`src/rtl/sv32_ptw.sv`:
```
// sv32_ptw: Sv32 two-level page-table walker feeding the TLB fill port.
// Define PTW_AD_CHECK_EN to fault on leaves with A=0, or with D=0 on a store walk.
module sv32_ptw #(
    parameter int PTE_WIDTH   = 32,
    parameter int PADDR_WIDTH = 32
) (
    input  logic                   clk,
    input  logic                   rst_n,
    input  logic                   walk_req_i,
    input  logic [31:0]            walk_vaddr_i,
    input  logic                   walk_store_i,
    output logic                   walk_ready_o,
    output logic                   walk_done_o,
    output logic                   walk_fault_o,
    input  logic [21:0]            satp_ppn_i,
    input  logic                   flush_all_i,
    output logic                   mem_req_o,
    output logic [PADDR_WIDTH-1:0] mem_addr_o,
    input  logic                   mem_ack_i,
    input  logic [PTE_WIDTH-1:0]   mem_rdata_i,
    output logic                   fill_req_o,
    output logic [19:0]            fill_vpn_o,
    output logic [21:0]            fill_ppn_o,
    output logic [6:0]             fill_perm_o,
    output logic                   fill_superpage_o
);
    typedef enum logic [2:0] {IDLE, L1_REQ, L1_CHK, L0_REQ, L0_CHK, DONE} state_e;

    state_e         state_q, state_d;
    logic [19:0]    vpn_q, vpn_d;
    logic [31:0]    pte_q, pte_d;
    logic           store_q, store_d;
    logic           kill_q, kill_d;
    logic           fault_q, fault_d;
    logic           super_q, super_d;
    logic           kill, bad, leaf, misal, ad_bad, done, unused_ok;

    assign kill  = kill_q | flush_all_i;
    assign bad   = ~pte_q[0] | (~pte_q[1] & pte_q[2]);
    assign leaf  = pte_q[1] | pte_q[3];
    assign misal = |pte_q[19:10];
`ifdef PTW_AD_CHECK_EN
    assign ad_bad = ~pte_q[6] | (store_q & ~pte_q[7]);
`else
    assign ad_bad = 1'b0;
`endif
    // RSW bits, page offset and the top of satp (beyond 32-bit PA) are not needed
    assign unused_ok = ^{pte_q[9:8], walk_vaddr_i[11:0], satp_ppn_i[21:20], store_q};

    always_ff @(posedge clk or negedge rst_n) begin
        if (!rst_n) begin
            state_q <= IDLE;
            vpn_q   <= '0;
            pte_q   <= '0;
            store_q <= 1'b0;
            kill_q  <= 1'b0;
            fault_q <= 1'b0;
            super_q <= 1'b0;
        end else begin
            state_q <= state_d;
            vpn_q   <= vpn_d;
            pte_q   <= pte_d;
            store_q <= store_d;
            kill_q  <= kill_d;
            fault_q <= fault_d;
            super_q <= super_d;
        end
    end

    always_comb begin
        state_d = state_q;
        vpn_d   = vpn_q;
        pte_d   = pte_q;
        store_d = store_q;
        fault_d = fault_q;
        super_d = super_q;
        kill_d  = (state_q == IDLE) ? 1'b0 : kill;
        case (state_q)
            IDLE: if (walk_req_i) begin
                state_d = L1_REQ;
                vpn_d   = walk_vaddr_i[31:12];
                store_d = walk_store_i;
            end
            L1_REQ, L0_REQ: if (mem_ack_i) begin
                pte_d   = mem_rdata_i;
                state_d = kill ? DONE : (state_q == L1_REQ ? L1_CHK : L0_CHK);
            end
            L1_CHK: begin
                fault_d = bad | (leaf & (misal | ad_bad));
                super_d = leaf;
                state_d = (kill | bad | leaf) ? DONE : L0_REQ;
            end
            L0_CHK: begin
                fault_d = bad | ~leaf | ad_bad;
                super_d = 1'b0;
                state_d = DONE;
            end
            default: state_d = IDLE;
        endcase
    end

    assign done             = state_q == DONE;
    assign walk_ready_o     = state_q == IDLE;
    assign walk_done_o      = done;
    assign walk_fault_o     = done & ~kill & fault_q;
    assign fill_req_o       = done & ~kill & ~fault_q;
    assign fill_vpn_o       = fill_req_o ? vpn_q : '0;
    assign fill_ppn_o       = fill_req_o ? pte_q[31:10] : '0;
    assign fill_perm_o      = fill_req_o ? pte_q[7:1] : '0;
    assign fill_superpage_o = fill_req_o & super_q;
    assign mem_req_o        = (state_q == L1_REQ) | (state_q == L0_REQ);
    assign mem_addr_o       = (state_q == L1_REQ) ? {satp_ppn_i[19:0], vpn_q[19:10], 2'b00} :
                              (state_q == L0_REQ) ? {pte_q[29:10], vpn_q[9:0], 2'b00} : '0;
endmodule

```
`config.mk`:
```
export PLATFORM = sky130hd
export DESIGN_NAME = sv32_ptw
export DESIGN_NICKNAME = d
export VERILOG_FILES = /design/src/rtl/sv32_ptw.sv
export SDC_FILE = /design/constraint.sdc
export NUM_CORES = 1
export LEC_CHECK = 0
export CORE_MARGIN = 1.5
export CORE_UTILIZATION = 39
export CTS_CLUSTER_SIZE = 12
export DETAILED_ROUTE_END_ITERATION = 6
export HOLD_SLACK_MARGIN = 0.15
export PLACE_DENSITY = 0.82
export REMOVE_ABC_BUFFERS = 1
export SLEW_MARGIN = 40
export SYNTH_ARGS = -nofsm -noshare
export SYNTH_HDL_FRONTEND = slang
export SYNTH_SLANG_ARGS = --single-unit
```
`constraint.sdc`:
```
create_clock -name clk -period 2.5 [get_ports clk]
set_clock_uncertainty 0.15 [all_clocks]
set_input_delay 0.75 -clock clk [delete_from_list [all_inputs] [get_ports clk]]
set_output_delay 0.75 -clock clk [all_outputs]
set_load 0.05 [all_outputs]
```
==> flow_metrics.tcl <==
set metrics [dict create \
    ys_warn_count 0 \
    crit_type "in -> out" \
    design_area_um2 6050 \
    cp_max_fo 5 \
    yosysUniqueCellTypes 36 \
    async_flop_share_pct 100 \
    ys_seq_area_share_pct 45.1 \
    synth-seq-cells 56 \
    post-dp-hpwl_um 6600 \
    grt_max_degree 57 \
    die_area_um2 8510 \
    synth_top_family_by_area "multiplexers" \
    peakVddDrop_mv 0.619 \
    portBuffers 159 \
    numCtsBuffers 5 \
    synth_mux_area_share_pct 27.8 \
    synth-compound-area-share_pct 2.46 \
    final_cell_mix "65 x buf_12, 58 x clkdlybuf4s50_1, 55 x dfrtp_1" \
    timing.fmax_ghz 0.357 \
    ioPinCount 179 \
    tritoncts "done" \
    viasPerCell 5.12 \
    cts_sinks 56 \
    synth_largest_area_cell "dfrtp_1" \
    drive_gt1_share_pct 53.6 \
    synthTopCellsByArea "dfrtp_1 45%, mux2_2 17%, and2_1 10%" \
    die_h_um 92.3 \
    start_util_pct 40.2 \
    hold_class "in -> async" \
    syn_inst 282 \
    layout.area.seq_um2 1400 \
    power_per_cell_area_nw_per_um2 923 \
    fin_nets 550 \
    synth_simple_gate_area_share_pct 20.0 \
    synth_top_area_share_pct 45.1 \
    fin_ws_ns -0.301 \
    avgSynthCellArea_um2 11.0 \
    synthAdderAreaFrac_pct 0 \
    max_cap_violations 0 \
    drcViolationCount 0 \
    startpoint_type "input port" \
    startpoint "flush_all_i" \
    cts_max_level 2 \
    cts.path.max_buffers 2 \
    rows 32 \
    clk_pin_slew_ns 0.09 \
    grt_use_total_pct 24.3 \
    postCtsHoldBufs 0 \
    fillers 449 \
    grt_pass1_wl_um 15800 \
    syn_area_um2 3110 \
    drtIter0Drc 75 \
    final_antenna_net_count 0 \
    fin_crit_sh_pct 112 \
    final.min_clock_period_ns 2.80 \
    p_leak_nw 2.63 \
    drv_slew 0 \
    yosys.area_share.xor_xnor_pct 0.282 \
    status "finished with violations" \
    multiInputGateArea_um2 1770 \
    vias 2873 \
    dr.pass1.iters 4 \
    layout_commonest_cell "buf_12" \
    die_w_um 92.3 \
    grt-ovfl-total 0 \
    wirelength_um 10400 \
    antenna_found_initial 0 \
    worstSkewPairLatency_ns 0.30 \
    grt_pass1_vias 3050 \
    syn2layout_area_growth_pct 94.5 \
    finalHoldViolations 0 \
    cts-root-buf "clkbuf_8" \
    post-place-ws_ns -0.571 \
    rsz0062_at_grt "yes" \
    violations "setup timing" \
    antennaDiodeCount 0 \
    cp.arrival_ns 1.90 \
    core_region_area_um2 7730 \
    wl_per_cell_um 18.5 \
    reg2reg_from "state_q[0]$_DFFE_PN0P_" \
    synth_edf_count 0 \
    worstPathRequired_ns 1.60 \
    end_kind "output pin" \
    gp_congestion 0.804 \
    place_area_um2 5350 \
    finalSetupViolCount 52 \
    synthFlopType "dfrtp_1" \
]
cells in the mapped netlist (2+ instances only):
cell	number
nor2_1	37
mux2_1	2
and3b_1	2
buf_4	7
mux2_2	48
nand2_1	4
mux2i_1	30
buf_2	7
o31ai_1	2
and2_1	52
nand3b_1	2
clkbuf_2	4
nand2b_1	2
nor4_1	3
clkbuf_1	3
o21ai_0	2
dfrtp_1	56
path summary, 6_finish.rpt:
kind,to,slack [ns],cells past startpoint
min reg2reg,pte_q[31]$_DFFE_PN0P_,0.37,1
min in group clk,pte_q[31]$_DFFE_PN0P_,0.37,1
min,pte_q[14]$_DFFE_PN0P_,0.28,2
max reg2reg,pte_q[20]$_DFFE_PN0P_,0.50,8
max in group asynchronous,state_q[1]$_DFFE_PN0P_,1.65,2
max,fill_perm_o[1],-0.30,9
power breakdown:
part	leakage (nW)	internal, mW	switching, mW
Clock	0.0455	0.227	0.286
Sequential	0.659	1.36	0.400
Combinational	1.92	1.48	1.82
state kept, by name, summed over array words and instances, names as in the netlist:
signal,flops
super_q,1
kill_q,1
state_q,3
pte_q,30
vpn_q,20
fault_q,1
critical path, stage by stage:
cell and delay, ns:
buf_8 0.10, nor2_4 0.10, and3b_2 0.22, buf_6 0.11
buf_8 0.11, buf_12 0.12, buf_16 0.11, and2_4 0.15
buf_12 0.13
cell type report:
cell class / instances / area share, %
sequential: 56 / 23.2
clock buffer: 8 / 1.49
multi-input combinational: 204 / 29.3
inverter: 1 / 0.0621
tap: 102 / 2.11
timing repair buffer: 190 / 43.9
timing repair:
item | in CTS | in global routing
setup endpoints to repair | 60 | 83
pin swaps | 22 | 18
setup buffers | 15 | 2
gates resized for setup | 84 | 52
gates cloned | 6 | 0
metrics by stage:
step	hold slack (ns)	cells	total power, mW	TNS (ns)	utilization (%)
after floorplan	0.304	261	3.59	-130.72	-
after global placement	0.320	537	4.58	-25.81	69.2
after detailed placement	0.335	537	4.70	-27.32	69.2
after CTS	0.289	564	5.37	-11.47	76.9
after global routing	0.298	561	5.86	-12.97	78.2
final	0.281	561	5.58	-10.49	78.2
layer usage:
metal	vias to the layer above	track usage [%]	share of wire, %
li1	1313	-	-
met2	108	45.4	54
met5	-	0	0
met1	1434	27.9	38
met4	0	7.05	1.8
met3	18	4.73	5.5
cells by family (layout without fill, tap and decap cells):
kind of cell,count (synthesis),in the layout
and+or+nand+nor,111,111
other,1,2
buffers and inverters,23,199
DFF,56,56
xor gates and xnor gates,1,1
muxes,80,80
AOI/OAI and AO/OA,10,10
Note: power is estimated with default switching activity, not from simulation.
